===== src/rtl/serial_pkg.sv =====
// Shared types and helpers for the framed serial transmitter.
package serial_pkg;

  localparam int unsigned MAX_DATA_W = 9;
  localparam int unsigned IDX_W      = $clog2(MAX_DATA_W + 1);

  typedef enum logic [1:0] {
    PAR_NONE = 2'd0,
    PAR_EVEN = 2'd1,
    PAR_ODD  = 2'd2
  } parity_e;

  typedef enum logic [2:0] {
    IDLE,
    START,
    DATA,
    PAR,
    STOP
  } tx_state_e;

  // Parity bit for a zero-extended data word; zero padding does not alter the XOR.
  function automatic logic calc_parity(input parity_e mode, input logic [MAX_DATA_W-1:0] data);
    logic p;
    p = ^data;
    case (mode)
      PAR_EVEN: return p;
      PAR_ODD:  return ~p;
      default:  return 1'b0;
    endcase
  endfunction

endpackage


===== src/rtl/baud_counter.sv =====
// Bit-period counter: bit_done is high in the last sr_clk cycle of each bit.
module baud_counter #(
  parameter int unsigned CLKS_PER_BIT = 16
) (
  input  logic sr_clk,
  input  logic reset,
  input  logic clear,
  output logic bit_done,
  output logic pre_done_c
);

  localparam int unsigned CNT_W = (CLKS_PER_BIT > 1) ? $clog2(CLKS_PER_BIT) : 1;
  localparam logic [CNT_W-1:0] LAST     = CNT_W'(CLKS_PER_BIT - 1);
  localparam logic [CNT_W-1:0] PRE_LAST = CNT_W'((CLKS_PER_BIT > 1) ? (CLKS_PER_BIT - 2) : 0);

  logic [CNT_W-1:0] cnt_q, cnt_d;
  logic             done_q;

  always_comb begin
    cnt_d = cnt_q + CNT_W'(1);
    if (clear || (cnt_q == LAST)) cnt_d = '0;
  end

  // done_q mirrors (cnt_q == LAST) but comes straight from a flop.
  always_ff @(posedge sr_clk or negedge reset) begin
    if (!reset) begin
      cnt_q  <= '0;
      done_q <= (CLKS_PER_BIT == 1);
    end else begin
      cnt_q  <= cnt_d;
      done_q <= (cnt_d == LAST);
    end
  end

  assign bit_done   = done_q;
  // High when the following cycle will be the last of the bit (no clear pending).
  assign pre_done_c = (CLKS_PER_BIT == 1) ? 1'b1 : (cnt_q == PRE_LAST);

endmodule


===== src/rtl/serial_tx_frame.sv =====
// Framed LSB-first serial transmitter with valid/ready input and gapless frames.
// Optional SERIAL_TX_BREAK_EN adds tx_break to hold the idle line low.
module serial_tx_frame
  import serial_pkg::*;
#(
  parameter int unsigned DATA_W       = 8,
  parameter int unsigned STOP_BITS    = 1,
  parameter parity_e     PARITY       = PAR_NONE,
  parameter int unsigned CLKS_PER_BIT = 16
) (
  input  logic              sr_clk,
  input  logic              reset,
`ifdef SERIAL_TX_BREAK_EN
  input  logic              tx_break,
`endif
  input  logic [DATA_W-1:0] in_data,
  input  logic              in_valid,
  output logic              in_ready,
  output logic              data_out,
  output logic              busy
);

  localparam logic [IDX_W-1:0] LAST_DATA = IDX_W'(DATA_W - 1);
  localparam logic [IDX_W-1:0] LAST_STOP = IDX_W'(STOP_BITS - 1);

  tx_state_e         state_q, state_d;
  logic [IDX_W-1:0]  idx_q, idx_d;
  logic [DATA_W-1:0] shreg_q, shreg_d;
  logic              par_q, par_d;
  logic              data_out_q, data_out_d;
  logic              in_ready_q, in_ready_d;
  logic              busy_q, busy_d;
  logic              brk, hs, clear, bit_done, pre_done_c, last_stop_next;

`ifdef SERIAL_TX_BREAK_EN
  assign brk = tx_break;
`else
  assign brk = 1'b0;
`endif

  // in_ready_q is only ever high in IDLE or the final stop cycle.
  assign hs = in_valid & in_ready_q;

  baud_counter #(
    .CLKS_PER_BIT(CLKS_PER_BIT)
  ) u_baud (
    .sr_clk    (sr_clk),
    .reset     (reset),
    .clear     (clear),
    .bit_done  (bit_done),
    .pre_done_c(pre_done_c)
  );

  always_comb begin
    state_d    = state_q;
    idx_d      = idx_q;
    shreg_d    = shreg_q;
    par_d      = par_q;
    clear      = 1'b0;
    data_out_d = 1'b1;
    in_ready_d = 1'b0;
    busy_d     = 1'b0;

    case (state_q)
      IDLE: ;
      START: if (bit_done) begin
        state_d = DATA;
        idx_d   = '0;
      end
      DATA: if (bit_done) begin
        shreg_d = shreg_q >> 1;
        if (idx_q == LAST_DATA) begin
          state_d = (PARITY != PAR_NONE) ? PAR : STOP;
          idx_d   = '0;
        end else begin
          idx_d = idx_q + IDX_W'(1);
        end
      end
      PAR: if (bit_done) begin
        state_d = STOP;
        idx_d   = '0;
      end
      STOP: if (bit_done) begin
        if (idx_q == LAST_STOP) begin
          state_d = IDLE;
          idx_d   = '0;
        end else begin
          idx_d = idx_q + IDX_W'(1);
        end
      end
      default: state_d = IDLE;
    endcase

    // Accepting a word overrides the end-of-frame return to IDLE.
    if (hs) begin
      state_d = START;
      idx_d   = '0;
      shreg_d = in_data;
      par_d   = calc_parity(PARITY, MAX_DATA_W'(in_data));
      clear   = 1'b1;
    end

    // Look ahead: will the next cycle be the final cycle of the last stop bit?
    if (CLKS_PER_BIT == 1) last_stop_next = (state_d == STOP) && (idx_d == LAST_STOP);
    else                   last_stop_next = (state_q == STOP) && (idx_q == LAST_STOP) && pre_done_c;

    case (state_d)
      IDLE:    data_out_d = ~brk;
      START:   data_out_d = 1'b0;
      DATA:    data_out_d = shreg_d[0];
      PAR:     data_out_d = par_d;
      default: data_out_d = 1'b1;
    endcase
    in_ready_d = ~brk & ((state_d == IDLE) | last_stop_next);
    busy_d     = (state_d != IDLE);
  end

  always_ff @(posedge sr_clk or negedge reset) begin
    if (!reset) begin
      state_q    <= IDLE;
      idx_q      <= '0;
      shreg_q    <= '0;
      par_q      <= 1'b0;
      data_out_q <= 1'b1;
      in_ready_q <= 1'b1;
      busy_q     <= 1'b0;
    end else begin
      state_q    <= state_d;
      idx_q      <= idx_d;
      shreg_q    <= shreg_d;
      par_q      <= par_d;
      data_out_q <= data_out_d;
      in_ready_q <= in_ready_d;
      busy_q     <= busy_d;
    end
  end

  assign data_out = data_out_q;
  assign in_ready = in_ready_q;
  assign busy     = busy_q;

endmodule


===== config.mk =====
export PLATFORM = sky130hd
export DESIGN_NAME = serial_tx_frame
export DESIGN_NICKNAME = d
export VERILOG_FILES = /design/src/rtl/serial_pkg.sv /design/src/rtl/baud_counter.sv /design/src/rtl/serial_tx_frame.sv
export SDC_FILE = /design/constraint.sdc
export NUM_CORES = 1
export LEC_CHECK = 0
export ABC_AREA = 0
export ABC_CLOCK_PERIOD_IN_PS = 2500
export BUFFER_PORTS_ARGS = -buffer_cell sky130_fd_sc_hd__buf_2
export CAP_MARGIN = 20
export CORE_ASPECT_RATIO = 0.8
export CORE_MARGIN = 10
export CORE_UTILIZATION = 60
export DETAILED_ROUTE_END_ITERATION = 7
export PLACE_DENSITY = 0.81
export SYNTH_ARGS = -nofsm -noshare
export SYNTH_HDL_FRONTEND = slang
export SYNTH_SLANG_ARGS = --single-unit

===== constraint.sdc =====
create_clock -name sr_clk -period 2.5 [get_ports sr_clk]
set_input_delay 0.625 -clock sr_clk [delete_from_list [all_inputs] [get_ports sr_clk]]
set_output_delay 0.625 -clock sr_clk [all_outputs]
set_load 0.005 [all_outputs]

=== Word level (Yosys, flattened, before mapping) ===
Index checks and enable logic that the tools add are counted.

* Bits in registers: 24
* Memory bits (writable): 0
* Output and inout port bits: 3
* Logic and storage cells: 63
* Bits in read-only memories: 0
* Bits in latches: 0
* Memories kept: 0

* Mux-type cells: 22
* $lt $le $gt $ge: 0
* $add $sub $neg: 2
* Reductions and logical operators: 13
* Div/mod/pow operators: 0
* Shift-type cells: 0
* Bitwise gates (word level): 2
* $mul: 0
* Equality and inequality tests: 14

{| class="wikitable"
|+ Operator list
! cell !! number
|-
| two-way mux 4 bit || 7
|-
| two-way mux 8 bit || 3
|-
| two-way mux 3 bit || 7
|-
| case mux 3 bit (5 select lines) || 1
|-
| == test 3 x 2 -> 1 bit, second input constant || 4
|-
| == test 4 bit, second input constant || 3
|-
| case mux 4 bit (3 select lines) || 1
|-
| adder 4 x 1 -> 4 bit, second input constant || 2
|-
| == test 3 x 1 -> 1 bit, second input constant || 2
|-
| zero test 3 bit || 2
|-
| inequality test 3 x 2 -> 1 bit, second input constant || 2
|-
| == test 4 x 3 -> 1 bit, second input constant || 1
|-
| zero test 4 bit || 1
|-
| AND reduction 4 bit || 1
|-
| nonzero test 2 bit || 2
|-
| nonzero test 4 bit || 1
|-
| == test 3 bit, second input constant || 1
|-
| inequality test 3 x 1 -> 1 bit, second input constant || 1
|-
| case mux 1 bit (3 select lines) || 1
|-
| nonzero test 3 bit || 1
|-
| logical AND 1 bit || 2
|-
| two-way mux 1 bit || 2
|-
| AND reduction 2 bit || 1
|-
| OR reduction 2 bit || 1
|-
| 3 further kinds || 3
|}

=== Longest topological paths before layout ===
Gate-level depths: netlist (run 1).

* Depth after elaboration: 7
* Mapped depth: 6
* Gate-level depth less buffers: 6

=== Hierarchy ===
Synthesis (run 1) repeated with hierarchy kept, for this count alone.

* Cell total of the unflattened synthesis: 128
* Area total of the unflattened synthesis: 1,307.5 um^2

{| class="wikitable"
|+ By module, submodules not included
! module !! area an instance (um^2) !! cells an instance !! instances
|-
| serial_tx_frame || 1,076.0 || 108 || 1
|-
| baud_counter || 231.5 || 20 || 1
|}

=== Worst setup path before layout (run 1) ===
No wires, ideal clock.

* Path kind: input-to-reg
* From: in in_valid
* To: reg shreg_q[0]
* Stages on the path: 4
* Slack: 0.955 ns
* Arrival: 1.413 ns
* Path buffers: 2
* Setup time: 0.132 ns
* Cells stage by stage: and2_1 clkbuf_1 buf_1 o21ai_1

* Word-level cells in the longest chain between the ends: 2

{| class="wikitable"
|+ Ends and longest elaborated chain
! what !! RTL line !! source
|-
| start, declared || serial_tx_frame.sv:17 || <nowiki>input logic in_valid,</nowiki>
|-
| AND 1 bit || serial_tx_frame.sv:42 || <nowiki>assign hs = in_valid & in_ready_q;</nowiki>
|-
| two-way mux 8 bit || serial_tx_frame.sv:95 || <nowiki>if (hs) begin</nowiki>
|-
| named net shreg_d[0] || serial_tx_frame.sv:28 || <nowiki>logic [DATA_W-1:0] shreg_q, shreg_d;</nowiki>
|-
| end signal, assigned || serial_tx_frame.sv:130 || <nowiki>shreg_q <= shreg_d;</nowiki>
|-
| end, declared || serial_tx_frame.sv:28 ||
|}

The timed path passes the listed nets, and every way through them passes these cells.
A chain may end at the register's enable or synchronous reset.

=== Final worst setup path (run 1) ===
* From: reg state_q[1]
* To: reg shreg_q[6]

* Word-level cells in the longest chain between the ends: 3

{| class="wikitable"
|+ Ends and longest elaborated chain
! what !! RTL line !! source
|-
| start, declared || serial_tx_frame.sv:26 || <nowiki>tx_state_e state_q, state_d;</nowiki>
|-
| start signal, assigned || serial_tx_frame.sv:128 || <nowiki>state_q <= state_d;</nowiki>
|-
| == test 3 x 2 -> 1 bit || serial_tx_frame.sv:64 || <nowiki>case (state_q)</nowiki>
|-
| nonzero test 2 bit (no line) || - ||
|-
| AND reduction 2 bit (no line) || - ||
|}

Every way passes these cells.

==> results of run 1 <==
==> through the flow <==
stage | power (uW) | setup slack, ns | util | hold slack [ns]
final | 1360 | 0.783 | 0.712 | 0.259
after global routing | 1470 | 0.644 | 0.712 | 0.290
after floorplan | 1030 | 0.955 | - | 0.329
after global placement | 1130 | 0.824 | 0.693 | 0.479
after CTS | 1360 | 0.784 | 0.712 | 0.282
after detailed placement | 1160 | 0.786 | 0.693 | 0.476
==> placed cells by master, fill, tap and decap left out, types with 3 or more instances in the layout <==
master | synthesis | final
a21oi_1 | 7 | 7
nand2_1 | 16 | 16
clkbuf_4 | 0 | 3
inv_1 | 4 | 4
ha_1 | 4 | 4
dfrtp_1 | 22 | 22
buf_2 | 1 | 13
nor3_1 | 3 | 3
o21ai_0 | 4 | 4
nor2_1 | 6 | 6
a31oi_1 | 3 | 3
o21ai_1 | 7 | 7
mux2i_1 | 8 | 8
==> flip-flops by register name, indices dropped and copies added, names as in the netlist <==
register	flops
state_q	3
u_baud.cnt_q	4
shreg_q	8
data_out	1
par_q	1
u_baud.bit_done	1
idx_q	4
busy	1
in_ready	1
==> report_power, final <==
group	switching (uW)	internal [uW]	leakage, uW
Combinational	265	214	0.000240
Clock	112	89.0	0.0000210
Sequential	142	536	0.000299
==> critical path, delay by kind of cell (launching register included) <==
family / cells / cell delay (ns)
AO/OA/AOI/OAI: 1 / 0.08
flip-flops: 1 / 0.52
multiplexers: 1 / 0.28
buffers and inverters: 1 / 0.11
AND/OR/NAND/NOR: 1 / 0.62
==> worst max-delay path by stage <==
stage | to | slack (ns) | cells after the start
global placement | shreg_q[1]$_DFFE_PN0P_ | 0.82 | 4
finish | shreg_q[6]$_DFFE_PN0P_ | 0.78 | 4
detailed placement | shreg_q[6]$_DFFE_PN0P_ | 0.79 | 5
global route | idx_q[2]$_DFFE_PN0P_ | 0.64 | 6
floorplan | shreg_q[0]$_DFF_PN0_ | 0.95 | 4
CTS | shreg_q[6]$_DFFE_PN0P_ | 0.78 | 4
==> cell usage after synthesis (all sizes together) (3+ instances only) <==
library cell,instances
clkbuf,4
dfrtp,22
o21ai,12
nor2,6
nand2,16
nor3,3
ha,4
a21oi,8
a31oi,3
inv,6
mux2i,8
==> logic make-up after synthesis <==
family,count (synthesis),share of synthesized area
XOR/XNOR,1,0.00697
adder cells (fa/ha/maj),4,0.0398
flip-flops,24,0.480
multiplexers,8,0.0637
buffers and inverters,12,0.0368
AND/OR/NAND/NOR,43,0.192
AO/OA/AOI/OAI,35,0.180
==> per-layer routing <==
layer / up-vias / wire (um) / track usage
met3: 6 / 153 / 0.0489
met2: 25 / 1080 / 0.168
met1: 470 / 1090 / 0.135
met5: - / 0 / 0
met4: 0 / 23 / 0.0275
li1: 479 / - / -
==> cell type report <==
class,count,area (um2)
inverters,6,22.5
multi-input cells,91,607
clock buffers,4,36.3
repair buffers,14,72.6
fillers,156,556
flip-flops and latches,24,603
well taps,24,30.0
==> run metrics, run 1 <==
reg-to-reg critical path endpoint shreg_q[6]$_DFFE_PN0P_; CORE AREA 1930 um2; Rel. slew slack 0.561; asr flop ratio synth 1.00; CTS sink cnt 24; worst path cell trace inv_2, nor4_4, mux2i_1, o21ai_1; post-synth net total 142; Final Net Count 155; H-tree Lvls 1; Final Cell Area 1370 um2; Fin. Hold Viols 0; Crit Path Max Fanout 8; vias post-DR 980; Crit path required time 2.71 ns; Placed Cells incl. Taps 159; first-pass GRT wire length 3870 um; GRT Overall Usage 0.109; Post-synth EDFFs 0; Area contributors post-synth dfrtp_1, mux2i_1, nand2_1; pins over their slew limit 0; unrepaired setup endpoints after global routing no; status finished, final reports clean; number of global-route vias before repair 843; area growth from synthesis to layout 9.16%; R2R cell count 4; routability cong. 0.806; register area share after synthesis 0.480; area leader, netlist dfrtp_1; CP startpoint kind flip-flop; synth unique cells 41; Worst Tran Pin Value 0.654 ns; DIE HEIGHT 60.9 um; area share of the largest cell type after synthesis 0.438; Max Cap Viol 0; Peak supply drop 0.741 mV; reg-to-reg startpoint state_q[1]$_DFF_PN0_; PortBufs 13; clock latency on the worst-skew pair 0.31 ns; Synth Warn # 0; Antenna Diode Count 0; main flop type after synthesis dfrtp_1; Initial Utilization 0.652; Rows 14; WL final 2350 um; mean area per synthesized cell 9.89 um2; Via density 6.01; PwrDens 990 nW/um2; Max Fclk 582 MHz; Min Clock Period, post-route 1.72 ns; largest net degree at the start of global routing 25; Min-Delay Path Class input pin to async pin; Leakage 0.000560 uW; Layout Cells excl Fill 163; Routed wire per std cell 14.4 um; flops & latches, synth 24; postcts setup bufs 0; Die Wd 71.2 um; Post-DP Area 1340 um2; clock transition at the registers of the reported paths 0.13 ns; Worst Clk Skew 0.0124 ns; total gr overflow 0; initial antenna violation count 0; dpl hpwl 1760 um; CTS tree yes; Top Ports 14; setup TNS 0 ns; drt pass-1 iters 4; post-cts sizing count 0; Slowest-stage cell, CP nor4_4; die area 4340 um2; Synth Cell Area 1260 um2; Worst Setup SP state_q[1]$_DFF_PN0_; CTS buffer count 3; clk buf depth 2; Worst Path Arrival 1.93 ns; Detail Route Antenna Nets 0; Final period util 0.687; critical path endpoint category flip-flop; Hold Buf Count CTS 0; layout cell share with drive strength beyond 1 0.194; FF-to-FF setup slack 0.78 ns; drc violations 0; Setup violations, final 0; slowest stage delay, CP 0.62 ns; first-iteration detailed-routing DRC count 102; CP Class flip-flop to flip-flop; Cells after Synth 127; clk root buf clkbuf_4
No activity file was read; power rests on OpenSTA's default activity.
==> inputs of run 2 (changes only) <==
Settings changed: ABC_CLOCK_PERIOD_IN_PS 2500 to 1700, CORE_UTILIZATION 60 to 56, PLACE_DENSITY 0.81 to 0.77.
Clock period 2.5 ns to 1.7 ns, I/O delays scaled along.
==> run 2 against run 1 <==
  * Via count rose by 1.6%
  * Cell count rose by 3.7%
  * Clock skew fell by 0.0066 ns
  * Non-clock buffer count rose by 5
  * Maximum frequency rose by 7.5%
  * Die area rose by 4.9%
  * Worst hold slack got worse by 0.20 ns
==> run metrics, run 2 (synthesis gave the netlist of run 1 again) <==
status finished, final reports clean; Final period util 0.940 (+0.253); setup TNS 0 ns (unchanged); Final Net Count 160 (+3.2%); Sequential Power Share 0.469 (-0.030); reg-to-reg critical path endpoint idx_q[3]$_DFFE_PN0P_; Comb pwr share 0.404 (+0.051); Top Registers shreg_q: 8 flops, idx_q: 4 flops, u_baud.cnt_q: 4 flops; Worst Path Arrival 1.80 ns (-0.13 ns); number of global-route vias before repair 977 (+16%); drc violations 0 (unchanged); area growth from synthesis to layout 14.2%; first-iteration detailed-routing DRC count 77 (-25%); Min-Delay Path Class input pin to async pin; Hold WS 0.0595 ns (-0.200 ns); layout cell share with drive strength beyond 1 0.250 (+0.0558); Net Switching 786 uW (+52%); Hold Buf Count CTS 0 (unchanged); postcts setup bufs 0 (unchanged); Antenna Diode Count 0 (unchanged); drt pass-1 iters 4 (unchanged); PwrDens 1430 nW/um2 (+44%); CP Class flip-flop to flip-flop; Routed wire per std cell 14.8 um (+2.4%); dpl hpwl 1820 um (+3.7%); Top Ports 14 (unchanged); Leakage 0.000585 uW (+4.4%); total gr overflow 0 (unchanged); Placed Cells incl. Taps 165 (+3.8%); critical path's top delay family simple AND/OR/NAND/NOR gates; Fin. Hold Viols 0 (unchanged); Setup violations, final 0 (unchanged); clk buf depth 2 (unchanged); PortBufs 13 (unchanged); WL final 2500 um (+6.2%); Rel. slew slack 0.653 (+0.0918); max FFs per register 8 (unchanged); CP startpoint kind flip-flop; routability cong. 0.878 (+8.9%); switching share of power 0.384 (+0.00196); Min Clock Period, post-route 1.60 ns (-0.119 ns); Detail Route Antenna Nets 0 (unchanged); most frequent cells in the layout dfrtp_1, nand2_1, buf_2; initial antenna violation count 0 (unchanged); part of the power in the clock network 0.127 (-0.021); vias post-DR 996 (+1.6%); first-pass GRT wire length 4320 um (+12%); Worst Clk Skew 0.00575 ns (-0.00661 ns); DIE HEIGHT 62.4 um (+2.4%); Crit Path Max Fanout 8 (unchanged); Via density 5.89 (-2.0%); reg-to-reg startpoint state_q[1]$_DFF_PN0_; CTS sink cnt 24 (unchanged); Max Cap Viol 0 (unchanged); largest net degree at the start of global routing 25 (unchanged); Rows 15 (+1); critical path endpoint category flip-flop; Pint 1260 uW (+50%); unrepaired setup endpoints after global routing no; total power 2050 uW (+51%); clk root buf clkbuf_4; R2R cell count 4 (unchanged); CTS buffer count 3 (unchanged); clock transition at the registers of the reported paths 0.13 ns (about the same); CTS tree yes; Max Fclk 626 MHz (+7.5%); Buf/Inv on CP 0 (-1); clock latency on the worst-skew pair 0.31 ns (about the same); Crit path required time 1.90 ns (-0.81 ns); Slowest-stage cell, CP dfrtp_2; most common cell after layout, fill and taps aside dfrtp_1; pins over their slew limit 0 (unchanged); die area 4550 um2 (+4.9%); CORE AREA 2140 um2 (+11%); Peak supply drop 0.871 mV (+17%); Layout Cells excl Fill 169 (+3.7%); slowest stage delay, CP 0.49 ns (-0.13 ns); Top reg by flops shreg_q; Worst Tran Pin Value 0.521 ns (-0.133 ns); Initial Utilization 0.587 (-0.0648); H-tree Lvls 1 (unchanged); Die Wd 73.0 um (+2.5%); worst path cell trace or3b_4, a21o_2, nor3_1, nor4_2; FF-to-FF setup slack 0.10 ns (-0.68 ns); GRT Overall Usage 0.112 (+0.00354)
==> run 2: how the worst max path moves through the flow <==
stage | from | cells after the start | slack (ns) | end
4_1_cts | idx_q[0]$_DFFE_PN0P_ | 7 | 0.04 | state_q[2]$_DFF_PN0_
2_1_floorplan | state_q[1]$_DFF_PN0_ | 5 | 0.16 | idx_q[3]$_DFFE_PN0P_
6_report | state_q[1]$_DFF_PN0_ | 4 | 0.10 | idx_q[3]$_DFFE_PN0P_
3_3_place_gp | state_q[1]$_DFF_PN0_ | 4 | 0.16 | idx_q[3]$_DFFE_PN0P_
5_1_grt | state_q[1]$_DFF_PN0_ | 4 | 0.04 | idx_q[3]$_DFFE_PN0P_
3_5_place_dp | idx_q[0]$_DFFE_PN0P_ | 7 | 0.07 | state_q[2]$_DFF_PN0_
==> run 2: metal layers <==
layer	up-vias	GRT usage	part of all wire
met5	-	0	0
met4	0	0.0213	0.0060
met3	2	0.0397	0.062
met2	32	0.175	0.47
met1	472	0.145	0.46
li1	490	-	-
==> run 2: layout make-up <==
class                   instances  area [um2]
clock buffers                   4        26.3
flip-flops and latches         24         606
multi-input cells              91         627
repair buffers                 19         123
inverters                       6        22.5
fillers                       181         704
well taps                      25        31.3
==> run 2: worst register-to-register path, cell delays in order, from the launching register on <==
cell and delay [ns]:
dfrtp_2 0.49, or3b_4 0.44, a21o_2 0.23, nor3_1 0.24, nor4_2 0.08
==> run 2: through the flow <==
step           setup WS (ns)  cell area (um2)   util
2_1_floorplan          0.162             1260      -
3_3_place_gp           0.162             1390  0.648
3_5_place_dp          0.0707             1390  0.648
4_1_cts               0.0420             1410  0.660
5_1_grt               0.0384             1440  0.671
6_report               0.102             1440  0.671
==> run 2: timing repair <==
item | in CTS | in global routing
hold endpoints to repair | 0 | 0
gates resized for setup | 0 | 6
endpoints found under the setup margin | 0 | 3
==> run 2: power groups by stage <==
stage	Clock [uW]	Sequential (uW)	Combinational [uW]
final	261	960	827
after global routing	281	1000	933
after CTS	264	955	805
after detailed placement	0	967	804
after global placement	0	957	775
after floorplan	0	923	586
